## src/rtl/jtag_scan_master.sv

```systemverilog
// rtl/jtag_scan_master.sv - host-side JTAG initiator: one IR or DR scan from Run-Test/Idle back to Idle
module jtag_scan_master #(
    parameter int MAX_LEN = 32,
    parameter int LEN_W   = 6
) (
    input  logic               Clock,
    input  logic               ResetN,
    input  logic               Start,
    input  logic               IsIR,
    input  logic [LEN_W-1:0]   Len,
    input  logic [MAX_LEN-1:0] DataIn,
    input  logic               TDO,
    output logic               TCK,
    output logic               TMS,
    output logic               TDI,
    output logic               Busy,
    output logic               Done,
    output logic               Error,
    output logic [MAX_LEN-1:0] DataOut
);

    typedef enum logic [2:0] {
        S_INIT  = 3'd0,
        S_IDLE  = 3'd1,
        S_HDR   = 3'd2,
        S_SHIFT = 3'd3,
        S_TAIL  = 3'd4
    } state_t;

    localparam logic [LEN_W-1:0] ZERO        = LEN_W'(0);
    localparam logic [LEN_W-1:0] ONE         = LEN_W'(1);
    localparam logic [LEN_W-1:0] INIT_LAST   = LEN_W'(5);
    localparam logic [LEN_W-1:0] HDR_LAST_DR = LEN_W'(2);
    localparam logic [LEN_W-1:0] HDR_LAST_IR = LEN_W'(3);
    localparam logic [LEN_W-1:0] TAIL_LAST   = LEN_W'(1);
    localparam logic [LEN_W-1:0] MAX_L       = LEN_W'(MAX_LEN);

    state_t             state, state_n;
    logic               phase, phase_n;     // 0 = TCK low half, 1 = TCK high half
    logic [LEN_W-1:0]   cnt, cnt_n;         // step index within the current segment
    logic               tck, tck_n;
    logic               tms, tms_n;
    logic               tdi, tdi_n;
    logic               busy, busy_n;
    logic               done, done_n;
    logic               error, error_n;
    logic               ir_q;
    logic [LEN_W-1:0]   len_q;
    logic [MAX_LEN-1:0] shift_q;            // outgoing bits, bit 1 is the next TDI value
    logic [MAX_LEN-1:0] sel_q;              // one-hot position of the bit being captured
    logic [MAX_LEN-1:0] cap_q;
    logic [MAX_LEN-1:0] data_out;
    logic               accept;
    logic               sample;
    logic               advance;
    logic               finish;
    logic [LEN_W-1:0]   last_shift;
    logic [LEN_W-1:0]   hdr_last;

    assign last_shift = len_q - ONE;
    assign hdr_last   = ir_q ? HDR_LAST_IR : HDR_LAST_DR;

    // Next-state and next-output logic; TMS/TDI only change when entering a TCK low half
    always_comb begin
        state_n = state;
        phase_n = phase;
        cnt_n   = cnt;
        tck_n   = tck;
        tms_n   = tms;
        tdi_n   = tdi;
        busy_n  = busy;
        done_n  = 1'b0;
        error_n = 1'b0;
        accept  = 1'b0;
        sample  = 1'b0;
        advance = 1'b0;
        finish  = 1'b0;
        case (state)
            S_IDLE: begin
                tck_n  = 1'b0;
                tms_n  = 1'b0;
                tdi_n  = 1'b0;
                busy_n = 1'b0;
                if (Start) begin
                    if (Len == ZERO || Len > MAX_L) begin
                        done_n  = 1'b1;
                        error_n = 1'b1;
                    end else begin
                        accept  = 1'b1;
                        state_n = S_HDR;
                        phase_n = 1'b0;
                        cnt_n   = ZERO;
                        busy_n  = 1'b1;
                        tms_n   = 1'b1;
                    end
                end
            end
            default: begin
                if (!phase) begin
                    phase_n = 1'b1;
                    tck_n   = 1'b1;
                    sample  = (state == S_SHIFT);
                end else begin
                    phase_n = 1'b0;
                    tck_n   = 1'b0;
                    cnt_n   = cnt + ONE;
                    tdi_n   = 1'b0;
                    case (state)
                        S_INIT: begin
                            if (cnt == INIT_LAST) begin
                                state_n = S_IDLE;
                                busy_n  = 1'b0;
                                tms_n   = 1'b0;
                            end else begin
                                tms_n = ((cnt + ONE) != INIT_LAST);
                            end
                        end
                        S_HDR: begin
                            if (cnt == hdr_last) begin
                                state_n = S_SHIFT;
                                cnt_n   = ZERO;
                                tms_n   = (last_shift == ZERO);
                                tdi_n   = shift_q[0];
                            end else begin
                                tms_n = ir_q && (cnt == ZERO);
                            end
                        end
                        S_SHIFT: begin
                            if (cnt == last_shift) begin
                                state_n = S_TAIL;
                                cnt_n   = ZERO;
                                tms_n   = 1'b1;
                            end else begin
                                advance = 1'b1;
                                tms_n   = ((cnt + ONE) == last_shift);
                                tdi_n   = shift_q[1];
                            end
                        end
                        S_TAIL: begin
                            if (cnt == TAIL_LAST) begin
                                state_n = S_IDLE;
                                busy_n  = 1'b0;
                                done_n  = 1'b1;
                                finish  = 1'b1;
                            end
                            tms_n = 1'b0;
                        end
                        default: begin
                            state_n = S_INIT;
                            cnt_n   = ZERO;
                            tms_n   = 1'b1;
                            busy_n  = 1'b1;
                        end
                    endcase
                end
            end
        endcase
    end

    // Control registers; reset parks the TAP driver in the low half of INIT step 0
    always_ff @(posedge Clock) begin
        if (!ResetN) begin
            state <= S_INIT;
            phase <= 1'b0;
            cnt   <= ZERO;
            tck   <= 1'b0;
            tms   <= 1'b1;
            tdi   <= 1'b0;
            busy  <= 1'b1;
            done  <= 1'b0;
            error <= 1'b0;
        end else begin
            state <= state_n;
            phase <= phase_n;
            cnt   <= cnt_n;
            tck   <= tck_n;
            tms   <= tms_n;
            tdi   <= tdi_n;
            busy  <= busy_n;
            done  <= done_n;
            error <= error_n;
        end
    end

    // Scan datapath: latch request, shift TDI bits out, collect TDO bits, publish on completion
    always_ff @(posedge Clock) begin
        if (!ResetN) begin
            ir_q     <= 1'b0;
            len_q    <= ZERO;
            shift_q  <= '0;
            sel_q    <= '0;
            cap_q    <= '0;
            data_out <= '0;
        end else begin
            if (accept) begin
                ir_q    <= IsIR;
                len_q   <= Len;
                shift_q <= DataIn;
                sel_q   <= MAX_LEN'(1);
                cap_q   <= '0;
            end
            if (sample) begin
                cap_q <= cap_q | (sel_q & {MAX_LEN{TDO}});
            end
            if (advance) begin
                shift_q <= shift_q >> 1;
                sel_q   <= sel_q << 1;
            end
            if (finish) begin
                data_out <= cap_q;
            end
        end
    end

    assign TCK     = tck;
    assign TMS     = tms;
    assign TDI     = tdi;
    assign Busy    = busy;
    assign Done    = done;
    assign Error   = error;
    assign DataOut = data_out;

endmodule

```

## config.mk

```make
export PLATFORM = sky130hd
export DESIGN_NAME = jtag_scan_master
export DESIGN_NICKNAME = d
export VERILOG_FILES = /design/src/rtl/jtag_scan_master.sv
export SDC_FILE = /design/constraint.sdc
export NUM_CORES = 1
export LEC_CHECK = 0
export ABC_AREA = 1
export CORE_ASPECT_RATIO = 2
export CORE_MARGIN = 2
export CORE_UTILIZATION = 40
export CTS_CLUSTER_SIZE = 14
export DETAILED_ROUTE_END_ITERATION = 8
export PLACE_DENSITY = 0.61
export SYNTH_ARGS = -nofsm -noshare
export SYNTH_HDL_FRONTEND = slang
export SYNTH_SLANG_ARGS = --single-unit
```

## constraint.sdc

```tcl
create_clock -name Clock -period 2.3 [get_ports Clock]
set_input_delay 0.23 -clock Clock [delete_from_list [all_inputs] [get_ports Clock]]
set_output_delay 0.23 -clock Clock [all_outputs]
set_load 0.005 [all_outputs]
```

# After elaboration in Yosys (flattened, before gate mapping)
# Index checks and enable logic that the tools add are counted.
# Widths: inputs -> output; s select.
[op_classes] add_sub_neg=2 n_mux=57 bitwise=3 reduce_logical=18 n_lt_le_gt_ge=1 n_eq_ne=17
[op_table] operator="$mux 32" n=4
[op_table] operator="$mux 31" n=2
[op_table] operator="$mux 6" n=6
[op_table] operator="$and 32x32->32" n=1
[op_table] operator="$mux 1" n=32
[op_table] operator="$or 32x32->32" n=1
[op_table] operator="$mux 3" n=8
[op_table] operator="$logic_not 6->1" n=3
[op_table] operator="$pmux 6 s3" n=1
[op_table] operator="$eq 6x6->1" n=2
[op_table] operator="$pmux 3 s4" n=1
[op_table] operator="$reduce_or 2->1" n=4
[op_table] operator="$reduce_and 7->1" n=1
[op_table] operator="$add 6x1->6 const B" n=1
[op_table] operator="$eq 3x2->1 const B" n=2
[op_table] operator="$eq 6x1->1 const B" n=1
[op_table] operator="$eq 6x2->1" n=1
[op_table] operator="$eq 6x3->1 const B" n=1
[op_table] operator="$gt 6x6->1 const B" n=1
[op_table] operator="$ne 3x3->1 const B" n=2
[op_table] operator="$ne 6x3->1 const B" n=1
[op_table] operator="$reduce_bool 2->1" n=3
[op_table] operator="$sub 6x1->6 const B" n=1
[op_table] operator="$ne 2x2->1 const B" n=2
[op_table] operator="15 further kinds" n=16
[word_totals] reg_bits=151 input_bits=43 out_inout_bits=38 elab_cells=115

# Depth between registers and ports, before layout
# Gate-level depths: netlist of the first run.
[depth] depth_word=7 ltp_mapped=16 ltp_nobuf=16

# Worst setup path before layout of the first run
# OpenSTA, ideal clock, no wires.
[synth_timing] kind="register to register" from="register len_q[0]" to="register shift_q[12]" t_required_ps=2229 arrival_ps=1840 synth_period_minus_slack_ps=1911 stages_incl_launch_ff=13 setup_ps=71 path_slack_ps=389 path_buffers=2 path_cell_list="dfxtp_1 inv_2 ha_1 xnor2_1 nor2_1 nand3_1 nor2_2 nand3_4 nand3_4 buf_12 buf_8 nand3_2 a21oi_2"
[synth_via] elab_chain_len=7 word_cells_on_any_way=8 cone_classes="add/sub: 1; eq/ne: 1; mux: 5; reduce/logical: 1"
[synth_lines] item="start: declaration" line_no="48" source="logic [LEN_W-1:0] len_q;"
[synth_lines] item="start signal: assignment" line_no="197" source="len_q <= Len;"
[synth_lines] item="$sub 6x1->6 (*)" line_no="60" source="assign last_shift = len_q - ONE;"
[synth_lines] item="$eq 6x6->1 (*)" line_no="129" source="if (cnt == last_shift) begin"
[synth_lines] item="$mux 1 (*)" line_no="129"
[synth_lines] item="$mux 1 (*)" line_no="108" source="case (state)"
[synth_lines] item="$mux 1 (*)" line_no="99" source="if (!phase) begin"
[synth_lines] item="$mux 1 (*)" line_no="78" source="case (state)"
[synth_lines] item="$mux 31 or $reduce_bool 2->1 (tied branches)"
[synth_lines] item="end signal: assignment" line_no="198" source="shift_q <= DataIn;"
[synth_lines] item="end signal: assignment" line_no="206" source="shift_q <= shift_q >> 1;"
[synth_lines] item="end: declaration" line_no="49" source="logic [MAX_LEN-1:0] shift_q;"
# Mark *: on every way between the ends. The rest lies on a longest branch, timed or not.
# A chain may end at the register's enable or synchronous reset.

# Worst setup path after layout of the first run
[layout_timing] from="register len_q[1]" to="register cnt[2]"
[layout_via] elab_chain_len=6
[layout_lines] item="$sub 6x1->6" line_no="60"
[layout_lines] item="$eq 6x6->1" line_no="129"
[layout_lines] item="$mux 6" line_no="129"
[layout_lines] item="$pmux 6 s3" line_no="108"
[layout_lines] item="$mux 6" line_no="99"
[layout_lines] item="$mux 6" line_no="78"
[layout_lines] item="end signal: assignment" line_no="175" source="cnt <= cnt_n;"
[layout_lines] item="end: declaration" line_no="40" source="logic [LEN_W-1:0] cnt, cnt_n;"
# No other way between the ends. The select of a mux whose other input is x is not followed.

==> out/summary.txt, run 1 <==
Final Max Tran Viols -> 0
mux share of post-synthesis cell area -> 0%
Achievable Freq -> 473 MHz
number of remaining DRC errors -> 0
Post-Synth XOR/XNOR Area -> 0.493%
initial DRC count -> 286
WP data required -> 2.60 ns
final non-filler cell total -> 1222
worst setup margin -> 0.186 ns
synth cell count leaders -> nand2_1 (197), dfxtp_1 (151), a21oi_1 (114), inv_1 (101), nand3_1 (65)
Netlist Area Pre-Place -> 7110 sq um
final hold vios -> 0
adder-cell share of the synthesized area -> 1.06%
vias in the first global route -> 5624
crit path cell chain -> inv_1 -> ha_1 -> xnor2_1 -> nor2_1 -> nand3_1 -> nor2_2 -> nand3_4 -> buf_4 -> nand2_1 -> nand3_4 -> nand2_1 -> o21ai_0
asr flop ratio synth -> 0%
Worst Path Arrival -> 2.41 ns
minimum clock period -> 2.11 ns
Nets -> 1045
placed insts -> 1185
Max VDD drop -> 0.483 mV
Clock Tree Buf Depth -> 2
Slew HR -> 47.1%
CTS Buf Count -> 17
DRT Pass-1 Iters -> 5
die width -> 98.3 microns
routability cong. -> 0.846
leak pwr -> 3.11 nW
main combinational cell family by area after synthesis -> simple AND/OR/NAND/NOR gates
H-tree levels -> 4
ANT nets after route -> 0
die area -> 18900 sq um
PwrDens -> 728 nW/um^2
Cells after Synth -> 936
post-synth top area share -> 42.5%
die height -> 193 microns
root buf cell -> clkbuf_16
Tot GR Track Use -> 17.5%
total grt overflow -> 0
Place WS -> 0.00750 ns
detailed placer's ending HPWL -> 10600 microns
Crit. End Element -> flop
Crit-path slowest cell -> dfxtp_1
CTS Hold Bufs -> 0
Crit path max-delay family -> simple AND/OR/NAND/NOR gates
Clock Latency Late Sink -> 0.42 ns
Via density -> 5.05
CTS tree -> done
FP Rows -> 69
Ports -> 81
RSZ-0062 raised after global routing -> yes
Synth area leaders -> dfxtp_1 (43%), nand2_1 (10%), a21oi_1 (8.0%)
Mean Syn Cell Area -> 7.60 sq um
starting density of the core -> 40.4%
hold_ws -> 0.420 ns
WL final -> 16300 microns
WL/cell -> 13.3 microns
Layout area overhead -> 23.1%
kind of critical path -> flop to flop
outcome -> complete, no violations
CP Launch Type -> flop
Compound-Gate Fraction of Synth Area -> 15.0%
first-pass GRT wire length -> 27400 microns
Synth Flop Type -> dfxtp_1
final setup vio count -> 0
Synth Area in Simple Gates -> 30.1%
PortBufs -> 80
final core occ -> 49.7%
synth warn -> 0
clk sinks -> 151
Clk pin slew, worst setup/hold paths -> 0.07 ns
Final period util -> 91.9%
critical-path maximum fanout -> 13
post-synth cell types -> 28
core area -> 17600 sq um
Max Cap Viol -> 0
Syn Nets -> 985
initial antenna violation count -> 0
total number of vias -> 6168
area leader, netlist -> dfxtp_1
largest net degree at the start of global routing -> 66
number of diodes -> 0
CP max stage delay -> 0.38 ns
share of layout cells above drive strength 1 -> 16.4%
sequential cell area fraction in the yosys report -> 42.5%
most frequent cell after synthesis -> nand2_1
post-synthesis register bit count -> 151
Post-synth EDFFs -> 0
worst path buffer plus inverter count -> 2
Least-Margin Pin Slew -> 0.793 ns
Hold Path Class -> input pin to flop
Max Clock Skew -> 0.00633 ns
setup_tns -> 0 ns
## state kept, by name, summed over array words and instances (netlist names)
signal,flops
DataOut,32
sel_q,32
TDI,1
len_q,6
Error,1
state,3
Done,1
cnt,6
shift_q,32
ir_q,1
phase,1
TMS,1
TCK,1
cap_q,32
Busy,1
## cells in the final DEF (no fill, tap or decap), types with 4 or more instances in the layout
cell and instances:
nand2_1 197, dfxtp_1 151, a21oi_1 113, inv_1 101, clkdlybuf4s50_1 80, nand3_1 63, nand3_2 57, o21ai_0 48
nand4_1 39, nor2_1 33, a21oi_2 29, buf_4 19, clkbuf_16 17, nor3_1 7, ha_1 6, buf_12 6
nand2_2 5, inv_6 5, inv_2 4, nand3_4 4
## power breakdown
group / internal [W] / total (W) / switching (W) / leakage (nW)
registers: 0.00268 / 0.00273 / 0.0000523 / 1.22
logic: 0.000302 / 0.000805 / 0.000503 / 1.61
clock network: 0.00166 / 0.00284 / 0.00118 / 0.288
total: 0.00464 / 0.00637 / 0.00174 / 3.11
## cell type report
class	count	area, sq um
fill	1769	8860
multi-input combinational	613	3370
sequential	151	3020
timing repair buffer	107	1090
clock buffer	18	439
inverter	106	403
tap	213	267
clock inverter	14	163
## tightest hold or removal path: stages
cell and delay [ns]:
clkdlybuf4s50_1 0.42, nand2_1 0.09, a21oi_2 0.05
## logic make-up (layout without fill, tap and decap cells)
| kind of cell | count (synthesis) | after routing |
|---|---|---|
| AOI/OAI and AO/OA | 192 | 192 |
| xor gates and xnor gates | 4 | 4 |
| adders and majority gates | 6 | 6 |
| buffers and inverters | 172 | 245 |
| DFF | 151 | 151 |
| and+or+nand+nor | 411 | 411 |
## what timing repair did
| action | 4_1_cts | 5_1_grt |
|---|---|---|
| endpoints found under the hold margin | 0 | 0 |
| endpoints found under the setup margin | 4 | 52 |
| gates resized for setup | 1 | 10 |
| buffers inserted | 0 | 5 |
## worst paths after layout
path | start | slack (ns) | cells after the start | endpoint
min reg2reg | cap_q[18] | 0.45 | 2 | DataOut[18]
min | DataIn[31] | 0.42 | 3 | shift_q[31]
max reg2reg | len_q[1] | 0.19 | 12 | cnt[2]
max | len_q[1] | 0.19 | 12 | cnt[2]
## metrics by stage
step,total power [W],area (sq um)
6_report,0.00637,8750
3_5_place_dp,0.00358,8070
3_3_place_gp,0.00358,8070
2_1_floorplan,0.00329,7110
4_1_cts,0.00644,8670
5_1_grt,0.00664,8750
## layer usage
layer,wire (microns),global-route usage [%]
met5,0,0
met4,199,5.69
met3,681,3.15
met2,7950,29.0
met1,7440,23.0
No activity file was read; power rests on OpenSTA's default activity.
==> run 2, diff against run 1 <==
==> constraint.sdc (replaced) <==
create_clock -name Clock -period 2.3 [get_ports Clock]
set_input_delay 0.46 -clock Clock [delete_from_list [all_inputs] [get_ports Clock]]
set_output_delay 0.46 -clock Clock [all_outputs]
set_load 0.005 [all_outputs]
==> out/summary.txt, run 2 (synthesis gave the netlist of run 1 again) <==
most frequent cells in the layout -> nand2_1 (197), dfxtp_1 (151), a21oi_1 (114)
Crit. End Element -> flop
final hold vios -> 0 (unchanged)
placed insts -> 1186 (+0.084%)
CTS Hold Bufs -> 0 (unchanged)
DRT Pass-1 Iters -> 4 (-1)
FP Rows -> 69 (unchanged)
RSZ-0062 raised after global routing -> no
PortBufs -> 80 (unchanged)
Tot GR Track Use -> 17.1% (-0.39 points)
kind of critical path -> flop to flop
WL final -> 16600 microns (+1.8%)
Worst Path Arrival -> 2.48 ns (+0.07 ns)
ANT nets after route -> 0 (unchanged)
die area -> 18900 sq um (unchanged)
die height -> 193 microns (unchanged)
Max Cap Viol -> 0 (unchanged)
Final period util -> 92.6% (+0.63 points)
Layout area overhead -> 24.5%
detailed placer's ending HPWL -> 10200 microns (-4.3%)
initial antenna violation count -> 0 (unchanged)
Hold Path Stages -> 2 (-1)
Clk pin slew, worst setup/hold paths -> 0.07 ns (about the same)
total power -> 0.00630 W (-1.1%)
WL/cell -> 13.5 microns (+1.3%)
Clock Tree Buf Depth -> 2 (unchanged)
Ports -> 81 (unchanged)
Max Clock Skew -> 0.00857 ns (+0.00223 ns)
Hold Path Class -> flop to flop
final setup vio count -> 0 (unchanged)
vias in the first global route -> 5853 (+4.1%)
clk sinks -> 151 (unchanged)
die width -> 98.3 microns (unchanged)
WP data required -> 2.65 ns (+0.05 ns)
Nets -> 1051 (+0.57%)
starting density of the core -> 40.4% (unchanged)
outcome -> complete, no violations
Final Max Tran Viols -> 0 (unchanged)
CTS Buf Count -> 17 (unchanged)
final non-filler cell total -> 1228 (+0.49%)
routing usage on met1 -> 21.4% (-1.5 points)
Least-Margin Pin Slew -> 0.507 ns (-0.285 ns)
largest net degree at the start of global routing -> 66 (unchanged)
setup_tns -> 0 ns (unchanged)
root buf cell -> clkbuf_16
Clock Latency Late Sink -> 0.43 ns (about the same)
most common library cell in the layout ignoring fill and taps -> nand2_1
Slew HR -> 66.2% (+19 points)
final core occ -> 50.2% (+0.57 points)
Achievable Freq -> 470 MHz (-0.68%)
GR Util met2 -> 28.9% (-0.13 points)
core area -> 17600 sq um (unchanged)
CTS tree -> done
H-tree levels -> 4 (unchanged)
share of layout cells above drive strength 1 -> 16.7% (+0.40 points)
number of remaining DRC errors -> 0 (unchanged)
GR met3 Demand/Resource -> 4.27% (+1.1 points)
routability cong. -> 0.902 (+6.6%)
leak pwr -> 3.18 nW (+2.2%)
# fillers -> 1715 (-3.1%)
critical-path maximum fanout -> 15 (+2)
total grt overflow -> 0 (unchanged)
Max VDD drop -> 0.514 mV (+6.6%)
Reg2Reg Depth -> 12 (unchanged)
Via density -> 5.06 (+0.21%)
PwrDens -> 712 nW/um^2 (-2.2%)
first-pass GRT wire length -> 27100 microns (-1.1%)
total number of vias -> 6211 (+0.70%)
CP Launch Type -> flop
minimum clock period -> 2.13 ns (+0.0145 ns)
grt peak-use layer -> met2
number of diodes -> 0 (unchanged)
initial DRC count -> 289 (+1.0%)
run 2: metal layers:
metal  routed length, microns  vias up
met1                     7810     2873
li1                         -     3207
met2                     7940      113
met4                      231        0
met3                      578       18
met5                        0        -
run 2: where the power goes:
part	internal (W)	switching, W	total [W]
sequential	0.00268	0.0000486	0.00273
clock	0.00147	0.00131	0.00278
combinational	0.000303	0.000495	0.000798
run 2: worst max-delay path, stage by stage (launching register included):
cell and delay (ns):
dfxtp_1 0.37, inv_1 0.12, ha_4 0.24, xnor2_1 0.12, nor2_1 0.09, nand3_1 0.09
nor2_2 0.13, nand3_4 0.15, nand3_4 0.15, buf_4 0.16, buf_8 0.20, nand3_2 0.07
a21oi_1 0.15
run 2: worst paths after layout:
| path | slack, ns | endpoint | from |
|---|---|---|---|
| max | 0.17 | shift_q[22] | len_q[1] |
| min | 0.45 | DataOut[13] | cap_q[13] |
| max reg2reg | 0.17 | shift_q[22] | len_q[1] |
| min reg2reg | 0.45 | DataOut[13] | cap_q[13] |
run 2: area by class of cell:
cell class,instances,area (sq um),area share (%)
clock inverter,15,173,1.95
timing repair buffer,113,1190,13.5
sequential,151,3020,34.2
tap,213,267,3.01
clock buffer,17,425,4.81
inverter,106,405,4.58
multi-input combinational,613,3360,38.0
run 2: metrics by stage:
stage          hold slack, ns  setup WS [ns]  instance area (sq um)
6_report                0.454          0.171                   8850
3_5_place_dp            0.444        -0.0684                   8070
3_3_place_gp            0.441        -0.0232                   8070
5_1_grt                 0.471        0.00793                   8850
4_1_cts                 0.458        0.00201                   8680
2_1_floorplan           0.430          0.389                   7110
run 2: timing repair:
item,in CTS,in global routing
resized for setup,2,6
pin swaps,0,2
gates cloned,0,4
setup buffers,0,6
endpoints found under the setup margin,2,64
==> run 3, diff against run 2 <==
Settings changed: GPL_TIMING_DRIVEN set to 0.
==> out/summary.txt, run 3 (synthesis gave the netlist of run 1 again) <==
Via density -> 5.08 (+0.47%)
Layout area overhead -> 24.1%
share of layout cells above drive strength 1 -> 16.6% (-0.16 points)
Worst Path Arrival -> 2.42 ns (-0.06 ns)
WL/cell -> 14.0 microns (+4.0%)
detailed placer's ending HPWL -> 12800 microns (+26%)
root buf cell -> clkbuf_16
kind of critical path -> input pin to flop
Register Area -> 3030 sq um (about the same)
final non-filler cell total -> 1262 (+2.8%)
leak pwr -> 3.18 nW (about the same)
placed insts -> 1229 (+3.6%)
Final period util -> 92.5% (about the same)
RSZ-0062 raised after global routing -> no
initial antenna violation count -> 0 (unchanged)
placed cell areas -> 8180 sq um (+1.3%)
die height -> 193 microns (unchanged)
ANT nets after route -> 0 (unchanged)
vias in the first global route -> 6204 (+6.0%)
FP Rows -> 69 (unchanged)
final hold vios -> 0 (unchanged)
die width -> 98.3 microns (unchanged)
PwrDens -> 716 nW/um^2 (+0.53%)
Clk pin slew, worst setup/hold paths -> 0.06 ns (about the same)
Clock Latency Late Sink -> 0.43 ns (about the same)
critical-path maximum fanout -> 10 (-5)
WL final -> 17700 microns (+6.8%)
outcome -> complete, no violations
total power -> 0.00632 W (+0.23%)
WP data required -> 2.59 ns (-0.06 ns)
CTS Buf Count -> 17 (unchanged)
Max Clock Skew -> 0.0112 ns (+0.00265 ns)
hold_ws -> 0.455 ns (+0.000771 ns)
minimum clock period -> 2.13 ns (-0.00136 ns)
Least-Margin Pin Slew -> 0.752 ns (+0.245 ns)
most common library cell in the layout ignoring fill and taps -> nand2_1
Place WS -> -0.539 ns (-0.471 ns)
DRT Pass-1 Iters -> 4 (unchanged)
worst setup margin -> 0.173 ns (+0.00136 ns)
final setup vio count -> 0 (unchanged)
r2r setup slk -> 0.22 ns (+0.05 ns)
Final Max Tran Viols -> 0 (unchanged)
Max Cap Viol -> 0 (unchanged)
core area -> 17600 sq um (unchanged)
multi-input logic area -> 3350 sq um (-0.41%)
routability cong. -> 0.876 (-2.9%)
Clock Tree Buf Depth -> 2 (unchanged)
largest net degree at the start of global routing -> 17 (-74%)
CP Launch Type -> input pin
Max VDD drop -> 0.469 mV (-8.8%)
design area -> 8820 sq um (-0.30%)
number of remaining DRC errors -> 0 (unchanged)
H-tree levels -> 4 (unchanged)
Slew HR -> 49.9% (-16 points)
PortBufs -> 80 (unchanged)
number of diodes -> 0 (unchanged)
total grt overflow -> 0 (unchanged)
starting density of the core -> 40.4% (unchanged)
initial DRC count -> 314 (+8.7%)
Nets -> 1085 (+3.2%)
Ports -> 81 (unchanged)
total number of vias -> 6413 (+3.3%)
first-pass GRT wire length -> 30100 microns (+11%)
Tot GR Track Use -> 19.3% (+2.3 points)
# fillers -> 1780 (+3.8%)
most frequent cells in the layout -> nand2_1 (197), dfxtp_1 (149), a21oi_1 (113)
Achievable Freq -> 470 MHz (about the same)
Crit. End Element -> flop
Hold Path Class -> flop to flop
CTS tree -> done
die area -> 18900 sq um (unchanged)
clk sinks -> 151 (unchanged)
## run 3: cell count changes in the layout (fill, tap and decap cells not counted), moves of 3 or more
cell / previous run / this run
clkbuf_1: 0 / 31
buf_2: 0 / 21
buf_4: 22 / 3
inv_8: 9 / 2
clkbuf_2: 0 / 4
inv_6: 2 / 6
clkbuf_16: 20 / 17
## run 3: stage by stage
step | utilization [%] | TNS [ns]
CTS | 49.8 | 0
detailed placement | 46.4 | -35.66
floorplan | - | 0
finish | 50.1 | 0
global placement | 46.4 | -31.81
global route | 50.1 | 0
## run 3: final timing paths
kind | depth (start not counted) | to | start
min reg2reg | 2 | cap_q[7] | cap_q[7]
max reg2reg | 14 | sel_q[18] | len_q[1]
min | 2 | cap_q[7] | cap_q[7]
max | 9 | len_q[2] | Len[2]
## run 3: repair_timing
item                                    in CTS  in global routing
hold buffers                                 0                  0
hold endpoints to repair                     0                  0
setup buffers                                0                  2
pin swaps                                    0                  1
endpoints found under the setup margin      32                108
gates resized for setup                      4                 15
## run 3: layout make-up
| class | count | share of cell area (%) |
|---|---|---|
| clock inverters | 14 | 1.76 |
| clock buffers | 18 | 4.98 |
| flip-flops and latches | 151 | 34.3 |
| multi-input cells | 613 | 37.9 |
| repair buffers | 82 | 9.25 |
| plain buffers | 65 | 4.23 |
| well taps | 213 | 3.02 |
| inverters | 106 | 4.54 |
## run 3: worst max-delay path, cell delays in order
cell,delay [ns]
clkdlybuf4s50_1,0.43
nor2_1,0.14
nand3_1,0.08
o21ai_0,0.23
nand3_1,0.17
buf_2,0.23
clkbuf_1,0.23
o21ai_0,0.39
a21oi_1,0.07
## run 3: per-layer routing
layer | part of all wire, % | routed length [microns] | global-route usage (%) | vias up
li1 | - | - | - | 3291
met1 | 45 | 7930 | 24.7 | 2960
met2 | 50 | 8810 | 33.2 | 143
met3 | 3.9 | 686 | 2.72 | 19
met4 | 1.5 | 268 | 7.01 | 0
met5 | 0 | 0 | 0 | -
## run 3: where the power goes
group          switching, W  total, W  internal, W
combinational      0.000501  0.000795     0.000294
clock               0.00123   0.00279      0.00157
sequential        0.0000508   0.00273      0.00268
